### config.mk
export PLATFORM = sky130hd
export DESIGN_NAME = shift_sched
export DESIGN_NICKNAME = d
export VERILOG_FILES = /design/src/rtl/shift_sched.sv
export SDC_FILE = /design/constraint.sdc
export NUM_CORES = 1
export LEC_CHECK = 0
export ABC_AREA = 1
export CORE_MARGIN = 8
export CORE_UTILIZATION = 24
export CTS_CLUSTER_SIZE = 16
export DETAILED_ROUTE_END_ITERATION = 10
export GPL_TIMING_DRIVEN = 0
export SYNTH_ARGS = -nofsm -noshare
export SYNTH_HDL_FRONTEND = slang
export SYNTH_SLANG_ARGS = --single-unit
### constraint.sdc
create_clock -name i_clk -period 3 [get_ports i_clk]
set_input_delay 0.45 -clock i_clk [delete_from_list [all_inputs] [get_ports i_clk]]
set_output_delay 0.45 -clock i_clk [all_outputs]
set_load 0.01 [all_outputs]
### src/rtl/shift_sched.sv
// -----------------------------------------------------------------------------
// shift_sched
// Arbitrates between two requesters that each want to push a LENGTH-bit word
// into an external serial shift chain. The accepted word is shifted out MSB
// first while the chain's old contents are captured bit by bit from its
// output, then returned as a response.
//
// Optional feature macro: SHIFT_SCHED_PARITY_EN
//   defined   -> o_rsp_parity is the registered even parity of the capture
//   undefined -> o_rsp_parity is tied to 0 and no parity logic is built
//
// Ports
//   i_clk, i_rst                   clock, asynchronous active-high reset
//   i_req0_valid/data, o_req0_ready requester 0 handshake
//   i_req1_valid/data, o_req1_ready requester 1 handshake
//   o_sr_din, o_sr_en, i_sr_dout   serial chain interface
//   o_rsp_valid/data/id/parity     captured old chain contents
//   i_rsp_ready                    response consumer handshake
//   o_busy                         high whenever not in IDLE
// -----------------------------------------------------------------------------
module shift_sched #(
   parameter int LENGTH = 32
) (
   input  logic              i_clk,
   input  logic              i_rst,
   input  logic              i_req0_valid,
   input  logic [LENGTH-1:0] i_req0_data,
   output logic              o_req0_ready,
   input  logic              i_req1_valid,
   input  logic [LENGTH-1:0] i_req1_data,
   output logic              o_req1_ready,
   output logic              o_sr_din,
   output logic              o_sr_en,
   input  logic              i_sr_dout,
   output logic              o_rsp_valid,
   output logic [LENGTH-1:0] o_rsp_data,
   output logic              o_rsp_id,
   output logic              o_rsp_parity,
   input  logic              i_rsp_ready,
   output logic              o_busy
);

   localparam int CW = $clog2(LENGTH);
   localparam logic [CW-1:0] CNT_ONE  = CW'(1);
   localparam logic [CW-1:0] CNT_LAST = CW'(LENGTH - 1);

   typedef enum logic [1:0] {
      IDLE,
      SHIFT,
      RESP
   } state_t;

   state_t            state;
   logic [LENGTH-1:0] tx;
   logic [LENGTH-1:0] capture;
   logic [CW-1:0]     bit_cnt;
   logic              last_grant;
   logic              rsp_id;
   logic              grant1;
   logic              accept;

   // Round-robin choice: requester 1 wins when it is the only one asking, or
   // when both ask and requester 0 was the last one served. The grant is only
   // offered in IDLE, so a valid seen elsewhere simply waits for the next IDLE.
   always_comb begin
      grant1 = i_req1_valid && (!i_req0_valid || !last_grant);
      accept = (state == IDLE) && (i_req0_valid || i_req1_valid);
   end

   assign o_req0_ready = accept && !grant1;
   assign o_req1_ready = accept && grant1;
   assign o_sr_en      = (state == SHIFT);
   assign o_sr_din     = (state == SHIFT) && tx[LENGTH-1];
   assign o_rsp_valid  = (state == RESP);
   assign o_rsp_data   = capture;
   assign o_rsp_id     = rsp_id;
   assign o_busy       = (state != IDLE);

   // Main controller. last_grant resets to 1 so requester 0 wins the first
   // tie. During SHIFT the outgoing word leaves from the top of tx while the
   // chain's old contents enter capture from the bottom; after LENGTH shifts
   // capture holds the chain exactly as it was before the load.
   always_ff @(posedge i_clk or posedge i_rst) begin
      if (i_rst) begin
         state      <= IDLE;
         tx         <= '0;
         capture    <= '0;
         bit_cnt    <= '0;
         last_grant <= 1'b1;
         rsp_id     <= 1'b0;
      end else begin
         case (state)
            IDLE: begin
               if (accept) begin
                  tx         <= grant1 ? i_req1_data : i_req0_data;
                  rsp_id     <= grant1;
                  last_grant <= grant1;
                  bit_cnt    <= '0;
                  state      <= SHIFT;
               end
            end
            SHIFT: begin
               tx      <= {tx[LENGTH-2:0], 1'b0};
               capture <= {capture[LENGTH-2:0], i_sr_dout};
               bit_cnt <= bit_cnt + CNT_ONE;
               if (bit_cnt == CNT_LAST) begin
                  state <= RESP;
               end
            end
            RESP: begin
               if (i_rsp_ready) begin
                  state <= IDLE;
               end
            end
            default: begin
               state <= IDLE;
            end
         endcase
      end
   end

`ifdef SHIFT_SCHED_PARITY_EN
   logic rsp_parity;

   // Parity is folded in on the final shift so it lands together with the
   // completed capture word and stays put for the whole response.
   always_ff @(posedge i_clk or posedge i_rst) begin
      if (i_rst) begin
         rsp_parity <= 1'b0;
      end else if (state == SHIFT && bit_cnt == CNT_LAST) begin
         rsp_parity <= ^{capture[LENGTH-2:0], i_sr_dout};
      end
   end

   assign o_rsp_parity = rsp_parity;
`else
   assign o_rsp_parity = 1'b0;
`endif

endmodule

-- Word level (Yosys, flattened, before mapping)
Cells that the tools add are included.
- $add $sub $neg: 1
- multipliers: 0
- div/mod/pow operators: 0
- magnitude comparators: 0
- equal/unequal tests: 6
- shift operators: 0
- mux-type cells: 9
- bitwise operators: 0
- reduce and logical (&&, ||, !) cells: 16
- operators with widths (kind ; number):
    32-bit two-way mux ; 2
    32-bit one-hot mux with 2 select lines ; 1
    5-bit one-hot mux with 2 select lines ; 1
    2-bit two-way mux ; 3
    2-bit one-hot mux with 3 select lines ; 1
    5-bit by 1-bit adder with 5-bit output (second input constant) ; 1
    5-bit == test (second input constant) ; 1
    1-bit logical AND ; 5
    5-bit two-way mux ; 1
    2-bit by 1-bit != test with 1-bit output (second input constant) ; 2
    2-bit AND reduction ; 2
    2-bit nonzero test ; 2
    1-bit zero test ; 3
    3-bit AND reduction ; 1
    2-bit by 1-bit == test with 1-bit output (second input constant) ; 1
    2-bit == test (second input constant) ; 1
    2-bit zero test ; 1
    1-bit logical OR ; 2
    2-bit != test (second input constant) ; 1
- register bits: 73
- bits in latches: 0
- memory bits (writable): 0
- memory bits (read-only): 0
- output and inout port bits: 40
- word-level logic and storage cells: 38
- memories: 0

-- Logic depth before layout (Yosys ltp)
Gate-level depths: netlist of run 1.
- depth after elaboration: 6
- depth in mapped cells: 7
- gate-level depth less buffers: 6

-- Worst setup path before layout of run 1
OpenSTA, ideal clock, no wires.
- path kind: input to output
- start: input i_req1_valid
- end: output o_req0_ready
- data arrival time: 1095 ps
- setup slack: 1455 ps
- cell stages on the path: 6
- buffers on the path: 2
- cell sequence: buf_2 inv_1 nand2_1 nand2_2 buf_4 nor2_1
- word-level cells in the longest chain between the ends: 3
- ends and longest elaborated chain (what ; line ; source):
    start: declaration ; 29 ; input logic i_req1_valid,
    1-bit logical OR / 1-bit logical AND (equally long branches) ; 67, 66 ;
    1-bit logical AND / 1-bit zero test (equally long branches) ; 67, 70 ;
    1-bit logical AND * ; 70 ; assign o_req0_ready = accept && !grant1;
    end: declaration ; 28 ; output logic o_req0_ready,
Every way passes the cells marked *; elsewhere a longest branch is shown, timed or not.

-- Worst setup path in the final report of run 1
- start: input i_req0_valid
- end: output o_req1_ready
- word-level cells in the longest chain between the ends: 4
- ends and longest elaborated chain (what ; line ; source):
    start: declaration ; 26 ; input logic i_req0_valid,
    1-bit zero test ; 66 ; grant1 = i_req1_valid && (!i_req0_valid || !last_grant);
    1-bit logical OR ; 66 ;
    1-bit logical AND ; 66 ;
    1-bit logical AND * ; 71 ; assign o_req1_ready = accept && grant1;
    end: declaration ; 31 ; output logic o_req1_ready,
Marked as above.

==> results of run 1 <==
[critical path, cell delays in order]
cell                              delay [ns]
sky130_fd_sc_hd__clkdlybuf4s50_1        0.46
sky130_fd_sc_hd__nand2_1                0.20
sky130_fd_sc_hd__nand2_2                0.17
sky130_fd_sc_hd__inv_1                  0.11
sky130_fd_sc_hd__nand2_1                0.09
sky130_fd_sc_hd__inv_1                  0.09
sky130_fd_sc_hd__clkdlybuf4s50_1        0.54
[final timing paths]
path | endpoint | slack (ns) | depth (start not counted)
worst min-delay path | last_grant$_DFFE_PP1P_ | 0.46 | 2
worst max-delay path | o_req1_ready | 0.44 | 7
worst min register to register | last_grant$_DFFE_PP1P_ | 0.46 | 2
min in group asynchronous | tx[3]$_DFFE_PP0P_ | 0.49 | 2
max in group asynchronous | last_grant$_DFFE_PP1P_ | 1.92 | 3
worst max register to register | tx[1]$_DFFE_PP0P_ | 1.58 | 6
[cells in the mapped netlist]
cell / number
sky130_fd_sc_hd__nor2_1: 8
sky130_fd_sc_hd__inv_2: 2
sky130_fd_sc_hd__dfrtp_1: 72
sky130_fd_sc_hd__conb_1: 1
sky130_fd_sc_hd__nand2_2: 3
sky130_fd_sc_hd__o21ai_0: 21
sky130_fd_sc_hd__buf_4: 11
sky130_fd_sc_hd__nor2_2: 1
sky130_fd_sc_hd__inv_1: 88
sky130_fd_sc_hd__o31ai_1: 1
sky130_fd_sc_hd__nand2_1: 110
sky130_fd_sc_hd__nor2_4: 1
sky130_fd_sc_hd__a21oi_1: 1
sky130_fd_sc_hd__buf_2: 16
sky130_fd_sc_hd__nor3_1: 1
sky130_fd_sc_hd__nand3_1: 130
sky130_fd_sc_hd__o21ai_1: 16
sky130_fd_sc_hd__ha_1: 2
sky130_fd_sc_hd__buf_6: 6
sky130_fd_sc_hd__dfstp_2: 1
[final cells by class]
| type | count | area [µm²] | area share [%] |
|---|---|---|---|
| Tap cell | 211 | 264.0 | 4.828 |
| Clock buffer | 11 | 242.7 | 4.439 |
| Inverter | 90 | 340.3 | 6.224 |
| Buffer | 33 | 230.2 | 4.211 |
| Multi-Input combinational cell | 296 | 1361 | 24.90 |
| Sequential cell | 73 | 1828 | 33.43 |
| Timing Repair Buffer | 108 | 1099 | 20.09 |
| Clock inverter | 5 | 102.6 | 1.876 |
[through the flow]
| stage | hold slack (ns) | TNS (ns) | utilization (%) |
|---|---|---|---|
| floorplan | 0.4421 | 0 | - |
| global placement | 0.4529 | -48.02 | 33.37 |
| detailed placement | 0.4512 | 0 | 33.57 |
| CTS | 0.4605 | 0 | 35.83 |
| global route | 0.4902 | 0 | 35.83 |
| finish | 0.4606 | 0 | 35.83 |
[cells in the final DEF (no fill, tap or decap), types with 2 or more instances in the layout]
cell / n
sky130_fd_sc_hd__o21ai_0: 21
sky130_fd_sc_hd__inv_1: 87
sky130_fd_sc_hd__buf_6: 6
sky130_fd_sc_hd__buf_2: 16
sky130_fd_sc_hd__dfrtp_1: 72
sky130_fd_sc_hd__buf_4: 11
sky130_fd_sc_hd__inv_2: 2
sky130_fd_sc_hd__o21ai_1: 16
sky130_fd_sc_hd__clkbuf_16: 9
sky130_fd_sc_hd__nand3_1: 130
sky130_fd_sc_hd__nand2_1: 110
sky130_fd_sc_hd__clkdlybuf4s50_1: 107
sky130_fd_sc_hd__nand2_2: 3
sky130_fd_sc_hd__nor2_1: 8
sky130_fd_sc_hd__ha_1: 2
sky130_fd_sc_hd__bufinv_16: 3
[routing by layer]
metal  wire length, µm  vias up
li1                  -     1779
met1              5005     1590
met4               186        0
met2              5259       84
met3               850       13
met5                 0        -
[cells by family (layout without fill, tap and decap cells)]
kind of cell | count (synthesis) | in the layout
AND/OR/NAND/NOR | 254 | 254
AO/OA/AOI/OAI | 39 | 39
buffers and inverters | 123 | 247
adder cells (fa/ha/maj) | 2 | 2
other | 1 | 1
flip-flops | 73 | 73
[sequential cells by signal, summed over array words and instances, names as in the netlist]
name and count:
last_grant 1, state 2, o_rsp_id 1, o_rsp_data 32
tx 32, bit_cnt 5
[power by group through the flow]
stage	Combinational, mW	Clock (mW)	Sequential, mW
3_5_place_dp	2.45	0	1.76
3_3_place_gp	2.40	0	1.76
6_report	2.40	1.25	1.75
5_1_grt	2.73	1.32	1.81
4_1_cts	2.46	1.28	1.75
2_1_floorplan	1.37	0	1.80
==> results.md, run 1 <==
GRT
- 0 — remaining global-route overflow
- 3.781% — grt met3 use
- 14.58% — met1 Track Usage GR
- 11.84% — gr usage total
- 3585 — via count of the first global-routing pass
- 43 — pin count of the biggest net entering global routing
- 0 — initial antenna violation count
- met2 — peak-usage layer in the global routing report
- 18790 µm — first-pass GRT wire length
- 18.96% — GR Util met2

Clocking
- 0 — hold buffer count at CTS
- sky130_fd_sc_hd__clkbuf_16 — cell at the root of the clock tree
- 0 — Resized cells post-CTS
- 0 — setup fix buffers added after clock tree synthesis
- built — clock tree from TritonCTS
- 0.33 ns — Worst-Skew Late Latency
- 3 — Max H-tree Level
- 2 — number of buffers on the longest clock path
- 9 — number of buffers inserted during clock tree synthesis
- 73 — count of clock tree sinks
- 0.06 ns — clock-pin slew on the worst setup and hold paths

Outcome
- complete, no violations — result of the run

Power and ir drop
- 36.91% — sw frac
- 23.1% — share of total power in the clock network
- 32.5% — Reg power frac
- 2.679 nW — static leakage
- 5.396 mW — total design power
- 986.8 nW/µm² — power density over cell area
- 3.404 mW — total internal power
- 44.4% — portion of total power attributed to combinational logic
- 1.992 mW — switching power of the nets
- 553.7 µV — worst-case vdd ir drop

Worst setup path
- 2.55 ns — Req. time, crit path
- in2out — type of the worst setup path
- output pin — Worst setup EP type
- 7 — largest fanout of any net on the critical path
- input pin — startpoint kind of the worst setup timing path
- 2.11 ns — Crit path arrival time
- i_req0_valid — Crit. Startpoint
- last_grant$_DFFE_PP1P_ — worst r2r src

Min path
- last_grant$_DFFE_PP1P_ — startpoint of the worst hold path
- reg2reg — class of the tightest hold or removal check

Job
- 0 — number of max-cap violations

Synth
- 47.95% — portion of synthesized cell area occupied by the leading cell type
- 3757 µm² — Syn Std Cell Area
- 73 — #FFs+latches synth
- 564 — synthesized netlist net count
- 0% — portion of netlist area occupied by mux cells
- sky130_fd_sc_hd__dfrtp_1 — cell taking the most area after synthesis
- 48.65% — post-synthesis sequential area ratio
- 0 — yosys synthesis warning count
- sky130_fd_sc_hd__dfrtp_1 48%, sky130_fd_sc_hd__nand3_1 17%, sky130_fd_sc_hd__nand2_1 11% — top cells by area, synth
- 492 — cell count after synthesis
- 5.261% — fraction of the mapped netlist area in compound gates
- 30.20% — Synth Area in Simple Gates
- simple AND/OR/NAND/NOR gates — largest family of logic cells by synthesized area
- 0.6660% — adder-cell area share of the yosys netlist
- 20 — Distinct cells, synth
- 7.637 µm² — mean area per synthesized cell
- 0% — xor-xnor portion of the synthesized cell area

Die
- 141.1 µm — floorplan die height
- 24.62% — effective utilization at floorplan
- 15260 µm² — core outline area
- 19910 µm² — Die Area
- 45 — site row count
- 141.1 µm — Die X
- 110 — ports placed on the boundary

Place
- 8380 µm — DP HPWL
- 107 — # port buffers
- 0.7489 — routability congestion estimate
- 811 — DP Cell Count
- 0.4048 ns — minimum setup slack after placement
- 5122 µm² — area post-placement

Detailed routing
- 3466 — Via Count
- 262 — DRT iter0 DRCs
- 11300 µm — Detailed Route WL
- 4 — number of iterations in the first detailed-routing pass
- 4.191 — via density per instance
- 0 — antenna violation net count after detailed routing
- 13.67 µm — wire length per cell
- 0 — DRC

STA
- 0 — final setup violation count
- 85.47% — Tcrit/Tclk final
- 0 — Hold Vio Cnt, Final
- 390.0 MHz — timing-limited maximum frequency
- 0 — final number of max-transition violations
- 2.564 ns — clock period minus worst slack
- no — unrepaired setup endpoints after global routing
- 0.4359 ns — minimum setup slack in the final design
- 0.005792 ns — Clock Skew

Cells and area
- 1596 — count of filler cells inserted in the layout
- 45.52% — signed area change from the synthesized netlist to the final layout
- 0 — diode insertion count for antenna repair
- 683 — post-layout net count
- 827 — number of cells in the finished layout apart from fillers
- 9.416% — share of layout cells above drive strength 1
- 5468 µm² — summed area of non-filler cells in the final layout

Note: power is estimated with default switching activity, not from simulation.
==> run 2: changes to the inputs <==
--- a/config.mk
+++ b/config.mk
@@ -8,9 +8,10 @@
 export ABC_AREA = 1
 export CORE_MARGIN = 8
 export CORE_UTILIZATION = 24
-export CTS_CLUSTER_SIZE = 16
+export CTS_CLUSTER_SIZE = 12
 export DETAILED_ROUTE_END_ITERATION = 10
 export GPL_TIMING_DRIVEN = 0
+export SETUP_SLACK_MARGIN = 0.15
 export SYNTH_ARGS = -nofsm -noshare
 export SYNTH_HDL_FRONTEND = slang
 export SYNTH_SLANG_ARGS = --single-unit
==> constraint.sdc (replaced) <==
create_clock -name i_clk -period 2.4 [get_ports i_clk]
set_input_delay 0.36 -clock i_clk [delete_from_list [all_inputs] [get_ports i_clk]]
set_output_delay 0.36 -clock i_clk [all_outputs]
set_load 0.01 [all_outputs]
==> results.md, run 2 (synthesis results as in run 1) <==
Job
- 0 — number of max-cap violations, unchanged

STA
- 2.048 ns — clock period minus worst slack
- no — unrepaired setup endpoints after global routing
- 0 — final setup violation count, unchanged
- 0 — final number of max-transition violations, unchanged
- 0.005606 ns — Clock Skew, -0.0001852 ns
- 488.2 MHz — timing-limited maximum frequency
- 85.35% — Tcrit/Tclk final
- 0 — Hold Vio Cnt, Final, unchanged

Power and ir drop
- 23.1% — share of total power in the clock network, about the same
- 4.243 mW — total internal power, +25%
- 691.9 µV — worst-case vdd ir drop, +25%
- 6.735 mW — total design power, +25%
- 44.4% — portion of total power attributed to combinational logic, about the same
- 2.492 mW — switching power of the nets, +25%
- 1229 nW/µm² — power density over cell area, +25%
- 32.6% — Reg power frac, about the same
- 2.709 nW — static leakage, +1.1%
- 37.00% — sw frac, +0.085 points

Place
- 0.7489 — routability congestion estimate, unchanged
- 8380 µm — DP HPWL, unchanged
- 5122 µm² — area post-placement, unchanged
- 107 — # port buffers, unchanged

Worst setup path
- 10 — largest fanout of any net on the critical path, +3
- 0.53 ns — Worst path max stage delay, about the same
- clkdlybuf4s50_1 -> inv_1 -> nand2_1 -> nand2_2 -> buf_4 -> nor2_1 -> dlygate4sd2_1 — Critical Path, Cell by Cell
- input pin — startpoint kind of the worst setup timing path
- sky130_fd_sc_hd__clkdlybuf4s50_1 — cell with the largest stage delay on the worst path
- output pin — Worst setup EP type
- 1.13 ns — setup slack, reg-to-reg, -0.45 ns
- buffers and inverters — family with the most delay on the worst path
- in2out — type of the worst setup path
- 4 — Critical path buffers and inverters, unchanged
- 7 — Critical Path Stages, unchanged
- 2.04 ns — Req. time, crit path, -0.51 ns
- 1.69 ns — Crit path arrival time, -0.42 ns
- 6 — path depth of the worst reg2reg path, unchanged

Detailed routing
- 4.214 — via density per instance, +0.54%
- 13.68 µm — wire length per cell, +0.14%
- 0 — DRC, unchanged
- 3489 — Via Count, +0.66%
- 247 — DRT iter0 DRCs, -5.7%
- 11330 µm — Detailed Route WL, +0.27%
- 0 — antenna violation net count after detailed routing, unchanged
- 4 — number of iterations in the first detailed-routing pass, unchanged

GRT
- 43 — pin count of the biggest net entering global routing, unchanged
- 11.83% — gr usage total, about the same
- 18770 µm — first-pass GRT wire length, about the same
- 3585 — via count of the first global-routing pass, unchanged
- 0 — remaining global-route overflow, unchanged
- 0 — initial antenna violation count, unchanged

Clocking
- sky130_fd_sc_hd__clkbuf_16 — cell at the root of the clock tree
- 2 — number of buffers on the longest clock path, unchanged
- built — clock tree from TritonCTS
- 73 — count of clock tree sinks, unchanged
- 9 — number of buffers inserted during clock tree synthesis, unchanged
- 0 — hold buffer count at CTS, unchanged
- 3 — Max H-tree Level, unchanged
- 0.06 ns — clock-pin slew on the worst setup and hold paths, about the same
- 0.33 ns — Worst-Skew Late Latency, about the same

Cells and area
- 45.89% — signed area change from the synthesized netlist to the final layout
- 5482 µm² — summed area of non-filler cells in the final layout, +0.25%
- 130 x sky130_fd_sc_hd__nand3_1, 109 x sky130_fd_sc_hd__nand2_1, 103 x sky130_fd_sc_hd__clkdlybuf4s50_1 — commonest cells after routing, fill and taps aside
- sky130_fd_sc_hd__nand3_1 — most common library cell in the layout ignoring fill and taps
- 0 — diode insertion count for antenna repair, unchanged
- 684 — post-layout net count, +0.15%
- 9.724% — share of layout cells above drive strength 1, +0.31 points

Die
- 110 — ports placed on the boundary, unchanged
- 19910 µm² — Die Area, unchanged
- 15260 µm² — core outline area, unchanged
- 45 — site row count, unchanged
- 24.62% — effective utilization at floorplan, unchanged
- 141.1 µm — Die X, unchanged
- 141.1 µm — floorplan die height, unchanged

Outcome
- complete, no violations — result of the run

Min path
- in2async — class of the tightest hold or removal check

[run 2: timing repair]
item / in CTS / in global routing
buffers inserted: 0 / 1
setup endpoints to repair: 4 / 1
pin swaps: 0 / 1
resized for setup: 5 / 1
[run 2: metrics by stage]
| step | worst slack, ns | hold WS, ns | utilization (%) | std cells | setup TNS, ns |
|---|---|---|---|---|---|
| 2_1_floorplan | 0.1884 | 0.4421 | - | 492 | 0 |
| 3_3_place_gp | -1.181 | 0.4529 | 33.37 | 810 | -85.19 |
| 3_5_place_dp | -0.01519 | 0.4512 | 33.57 | 811 | -0.02729 |
| 4_1_cts | 0.1014 | 0.4016 | 35.86 | 827 | 0 |
| 5_1_grt | 0.2178 | 0.4292 | 35.92 | 828 | 0 |
| 6_report | 0.3516 | 0.3965 | 35.92 | 828 | 0 |
[run 2: worst register-to-register path, cell delays in order, from the launching register on]
cell,delay (ns)
sky130_fd_sc_hd__dfstp_2,0.53
sky130_fd_sc_hd__nand2_2,0.08
sky130_fd_sc_hd__buf_4,0.16
sky130_fd_sc_hd__buf_2,0.18
sky130_fd_sc_hd__nand3_1,0.09
sky130_fd_sc_hd__nand3_1,0.10
sky130_fd_sc_hd__nand3_1,0.08
[run 2: routing by layer]
layer	global-route usage (%)	routed length [µm]	up-vias
met4	4.468	186	0
met5	0	0	-
met2	18.96	5255	79
met3	3.781	775	13
li1	-	-	1784
met1	14.56	5113	1613
[run 2: power by group through the flow]
stage | sequential (mW) | combinational, mW | clock, mW
floorplan | 2.25 | 1.72 | 0
CTS | 2.19 | 3.06 | 1.59
detailed placement | 2.20 | 3.06 | 0
global route | 2.27 | 3.40 | 1.65
finish | 2.19 | 2.99 | 1.55
global placement | 2.20 | 3.00 | 0
[run 2: final timing paths]
path,startpoint,end
min in group i_clk,last_grant$_DFFE_PP1P_,last_grant$_DFFE_PP1P_
max reg2reg,last_grant$_DFFE_PP1P_,tx[19]$_DFFE_PP0P_
min,i_rst,tx[3]$_DFFE_PP0P_
max,i_req0_valid,o_req0_ready
max in group asynchronous,i_rst,last_grant$_DFFE_PP1P_
min reg2reg,last_grant$_DFFE_PP1P_,last_grant$_DFFE_PP1P_
[run 2: area by class of cell]
class	instances	area [µm²]
fillers	1593	9777
inverters	90	340.3
plain buffers	33	230.2
clock buffers	11	242.7
well taps	211	264.0
flip-flops and latches	73	1828
clock inverters	5	102.6
repair buffers	109	1105
multi-input cells	296	1369
